`src/rtl/fifo_stream_reader.sv`:
```
// Purpose  : drains a registered-read FIFO port into a valid/ready stream with packet framing.
// Latency  : 2 cycles from fifo_rinc to dout_valid into an empty buffer; 1 word/clk sustained.
// Backpress: dout_ready low holds dout/dout_valid; reads stop once 2 words are held or in flight.
//
// Ports:
//   clk, rst_n           clock, asynchronous active-low reset
//   en                   read enable; low stops new FIFO reads (held words still drain)
//   fifo_rdata           FIFO read data, valid the cycle after fifo_rinc
//   fifo_rempty          FIFO empty flag
//   fifo_rinc            FIFO read strobe (combinational)
//   dout, dout_valid,    output stream, dout_valid/dout held until accepted
//   dout_ready
//   dout_last            final word of a PKT_LEN-word packet, qualified by dout_valid
//   wcnt, pkt_done       only when READER_WCNT_EN is defined: running pop count and a
//                        registered one-cycle pulse after the last word of a packet pops
//
// Optional feature macro: READER_WCNT_EN

module fifo_stream_reader #(
    parameter int DSIZE   = 32,
    parameter int PKT_LEN = 16,
    parameter int CWIDTH  = 16
) (
    input  logic             clk,
    input  logic             rst_n,
    input  logic             en,
    input  logic [DSIZE-1:0] fifo_rdata,
    input  logic             fifo_rempty,
    output logic             fifo_rinc,
    output logic [DSIZE-1:0] dout,
    output logic             dout_valid,
    input  logic             dout_ready,
    output logic             dout_last
`ifdef READER_WCNT_EN
    ,
    output logic [31:0]      wcnt,
    output logic             pkt_done
`endif
);

    localparam logic [CWIDTH-1:0] LAST_IDX = CWIDTH'(PKT_LEN - 1);

    // Two-entry skid storage. head/tail are single-bit indices into it.
    logic [DSIZE-1:0]  buf_q [2];
    logic              head;
    logic              tail;
    logic [1:0]        occ;
    logic [1:0]        occ_nxt;
    logic              inflight;
    logic [CWIDTH-1:0] pkt_cnt;

    logic              pop;
    logic              push;
    logic [2:0]        committed;

    assign pop  = dout_valid & dout_ready;
    // A word requested last cycle lands in fifo_rdata now and is captured this edge.
    assign push = inflight;

    // Slots that will be occupied after this edge if nothing new is requested.
    // pop implies occ >= 1, so the subtraction cannot wrap.
    assign committed = {1'b0, occ} + {2'b00, inflight} - {2'b00, pop};

    // Never strobe an empty FIFO: it would update rdata with stale contents.
    // rst_n gating keeps the strobe quiet while the whole block is held in reset.
    assign fifo_rinc = rst_n & en & ~fifo_rempty & (committed < 3'd2);

    always_comb begin
        occ_nxt = occ;
        case ({push, pop})
            2'b10:   occ_nxt = occ + 2'd1;
            2'b01:   occ_nxt = occ - 2'd1;
            default: occ_nxt = occ;
        endcase
    end

    always_ff @(posedge clk or negedge rst_n) begin
        if (!rst_n) begin
            for (int i = 0; i < 2; i++) begin
                buf_q[i] <= '0;
            end
            head     <= 1'b0;
            tail     <= 1'b0;
            occ      <= 2'd0;
            inflight <= 1'b0;
        end else begin
            inflight <= fifo_rinc;
            occ      <= occ_nxt;
            if (push) begin
                buf_q[tail] <= fifo_rdata;
                tail        <= ~tail;
            end
            if (pop) begin
                head <= ~head;
            end
        end
    end

    // Packet position advances only on accepted words, so gaps in the FIFO
    // stream leave the framing where it was.
    always_ff @(posedge clk or negedge rst_n) begin
        if (!rst_n) begin
            pkt_cnt <= '0;
        end else if (pop) begin
            if (pkt_cnt == LAST_IDX) begin
                pkt_cnt <= '0;
            end else begin
                pkt_cnt <= pkt_cnt + CWIDTH'(1);
            end
        end
    end

    // Output is taken from storage only; fifo_rdata never reaches dout directly.
    assign dout       = buf_q[head];
    assign dout_valid = (occ != 2'd0);
    assign dout_last  = dout_valid & (pkt_cnt == LAST_IDX);

`ifdef READER_WCNT_EN
    always_ff @(posedge clk or negedge rst_n) begin
        if (!rst_n) begin
            wcnt     <= 32'd0;
            pkt_done <= 1'b0;
        end else begin
            if (pop) begin
                wcnt <= wcnt + 32'd1;
            end
            pkt_done <= pop & dout_last;
        end
    end
`endif

endmodule
```
`config.mk`:
```
export PLATFORM = sky130hd
export DESIGN_NAME = fifo_stream_reader
export DESIGN_NICKNAME = d
export VERILOG_FILES = /design/src/rtl/fifo_stream_reader.sv
export SDC_FILE = /design/constraint.sdc
export NUM_CORES = 1
export LEC_CHECK = 0
export BUFFER_PORTS_ARGS = -buffer_cell sky130_fd_sc_hd__buf_2
export CAP_MARGIN = 20
export CORE_MARGIN = 2
export CORE_UTILIZATION = 50
export DETAILED_ROUTE_END_ITERATION = 12
export MAX_ROUTING_LAYER = met4
export PLACE_DENSITY = 0.76
export SYNTH_ARGS = -nofsm -noshare
export SYNTH_HDL_FRONTEND = slang
export SYNTH_SLANG_ARGS = --single-unit
```
`constraint.sdc`:
```
create_clock -name clk -period 2 [get_ports clk]
set_input_delay 0.4 -clock clk [delete_from_list [all_inputs] [get_ports clk]]
set_output_delay 0.4 -clock clk [all_outputs]
set_load 0.05 [all_outputs]
```
==> metrics.md <==
| Metric | Value |
|---|---|
| Pins Over Slew Limit | 0 |
| Worst-Margin Slew | between 0.4 and 0.5 ns |
| Inserted Clock Buffers | 9 |
| Peak supply drop | 0.775 mV |
| Status | finished, violations left |
| Failing checks | negative setup slack |
| Nets@finish | 401 |
| Port Buffers | 71 |
| Clock latency on the worst-skew pair | 0.35 ns |
| Die Y | a little over 90 um |
| TritonCTS clock tree | yes |
| Post-Synth Simple-Gate Area | approximately 7.6% |
| Hold buffer count at cts | 0 |
| # rows | 31 |
| Seq cells post-synth | 85 |
| Post-synth cell types | 33 |
| Largest net degree at the start of global routing | 86 |
| # H-tree levels | 3 |
| Post-Synth XOR/XNOR Area | 4.12% |
| Synth Flop Type | dfrtp_1 |
| Routability cong. | roughly 0.80 |
| Die W | between 90 and 100 um |
| Worst-path maximum fanout | 2 |
| Area Overhead vs Synth | 21.9% |
| Register area share after synthesis | 55.6% |
| Final setup viols | 2 |
| Setup TNS | -0.345 ns |
| Final critical-path required period | approximately 2.3 ns |
| Post-synth EDFFs | 0 |
| Place WS | -0.170 ns |
| PD cells | 1780 nW/um^2 |
| Max-slew headroom | between 70 and 80% |
| Unrepaired setup endpoints after global routing | true |
| Non-filler cells, final | about 470 |
| Critical Path Sink Type | primary output |
| Largest family of logic cells by synthesized area | multiplexers |
| Compound-Gate Fraction of Synth Area | around 1.4% |
| First drt pass iteration count | 4 |
| Clk root buf | clkbuf_8 |
| Vias in the first global route | roughly 2600 |
| Reg2Reg Launch Point | pkt_cnt[1] |
| Routed WL | roughly 7000 um |
| Async S/R FF share, synth | 100% |
| Arr. time, crit path | roughly 1.9 ns |
| Core box area | around 7300 um^2 |
| Vias | 2393 |
| Clock skew | roughly 0.012 ns |
| Layout cell share with drive strength beyond 1 | approximately 57% |
| Max clock buf depth | 2 |
| Worst R2R Path Depth | 5 |
| Yosys warns | 0 |
| Worst hold path class | in2async |
| Crit Path Category | reg2out |
| Final ANT Viol Nets | 0 |
| Initial core utilization | a little over half |
| Post-Syn Instances | 277 |
| First-pass GRT wire length | roughly 12000 um |
| Pleak | approximately 2.1 nW |
| Syn_nets | 316 |
| Reg2Reg Setup Slack | 0.50 ns |
| Ant. Diodes | 0 |
| Placed inst area | 4390 um^2 |
| Max-cap viol count | 0 |
| Wire per inst | around 15 um |
| Fin. Hold Viols | 0 |
| R2R Path End | pkt_cnt[14] |
| Drt drc | 0 |
| Crit path from | inflight |
| Clock transition at path regs | ~0.090 ns |
| Fmax | about 430 MHz |
| Initial antenna violation count | 0 |
| Avg Cell Area, Syn | about 14 um^2 |
| Setup WS post-layout | -0.323 ns |
| Hpwl dp | roughly 4500 um |
| Layout Cell Area excl Fill | between 4000 and 5000 um^2 |
| Clk sinks | 85 |
| Top Ports | between 70 and 80 |
| Synth Area in Adders | 0.850% |
| Drt via density | between 5 and 6 |
| WP data required | ~1.6 ns |
| Mapped Area | around 3800 um^2 |
| Drt initial violations | 91 |
| Multiplexer area fraction after synthesis | between 20% and 30% |
| Full die area | 8370 um^2 |
| Commonest non-fill, non-tap cells in the layout | mux2_2, dfrtp_1, buf_2, nand2_1 |
| Tcrit/Tclk final | 116% |
| Total congestion overflow | 0 |
| Commonest non-fill, non-tap cell in the layout | mux2_2 |
| Tot GR Track Use | around a fifth |
| Hold WS | around 0.08 ns |
| Crit start category | flip-flop |
| Placed Instances | roughly 450 |
## through the flow
step | total power [mW] | utilization (%)
finish | 8.30 | 63.7
global route | 8.77 | 63.7
CTS | 8.37 | 63.5
detailed placement | 7.18 | 59.9
global placement | 7.07 | 59.9
floorplan | 6.27 | -
## cells in the mapped netlist, types with 2 or more instances
cell type	number	area share (%)
a21oi_1	2	0.26
buf_2	9	1.2
buf_4	3	0.59
dfrtp_1	85	56
inv_1	3	0.29
mux2_2	95	28
nand2_1	18	1.8
nand3_1	8	1.0
nand4_1	4	0.65
nor2_1	6	0.59
nor2b_1	2	0.33
nor3_1	3	0.39
nor4_1	2	0.33
o21ai_0	2	0.26
xnor2_1	14	3.2
xor2_1	4	0.92
## repair_timing
item,4_1_cts,5_1_grt
setup buffers,5,0
pin swaps,4,0
endpoints found under the setup margin,2,2
gates resized for setup,7,3
## power breakdown
group          internal [mW]  switching, mW  leakage, nW
combinational           1.59           2.74         1.01
sequential              2.44          0.375         1.03
clock                  0.479          0.671       0.0903
total                   4.51           3.79         2.13
## kinds of logic after synthesis
logic type      count (synthesis)
xor+xnor                       18
simple gates                   52
fa+ha+maj                       2
flops                          85
mux                            96
compound gates                  7
buf+inv                        17
## sequential cells by signal (all words and copies together), names as in the netlist
name	cells
buf_q	64
tail	1
pkt_cnt	16
occ	2
inflight	1
head	1
## critical path, cell delays in order (launching register included)
cell and delay [ns]:
dfrtp_1 0.41, xor2_1 0.15, nand2_1 0.08, fa_1 0.51
nand4b_1 0.14, nor2_4 0.14, buf_8 0.15
## cell type report
class                      count  area [um^2]
multi-input combinational    175         1670
inverter                       3         11.3
timing repair buffer          88          552
fill                         590         2660
tap                           99          124
clock inverter                 7         63.8
sequential                    85         2130
clock buffer                   9          124
## worst max path at each step
| stage | to | slack (ns) | cells past startpoint |
|---|---|---|---|
| after detailed placement | fifo_rinc | -0.17 | 8 |
| after global placement | fifo_rinc | -0.13 | 8 |
| after global routing | fifo_rinc | -0.45 | 6 |
| final | fifo_rinc | -0.32 | 6 |
| after CTS | fifo_rinc | -0.35 | 6 |
| after floorplan | fifo_rinc | -0.22 | 6 |
## layer usage
| metal | GRT usage (%) | vias up | wire length, um |
|---|---|---|---|
| met5 | - | - | 0 |
| met4 | 4.92 | 0 | 61 |
| met3 | 4.23 | 5 | 287 |
| met2 | 30.3 | 52 | 3440 |
| met1 | 24.0 | 1195 | 3190 |
| li1 | - | 1141 | - |
No activity file was read; power rests on OpenSTA's default activity.
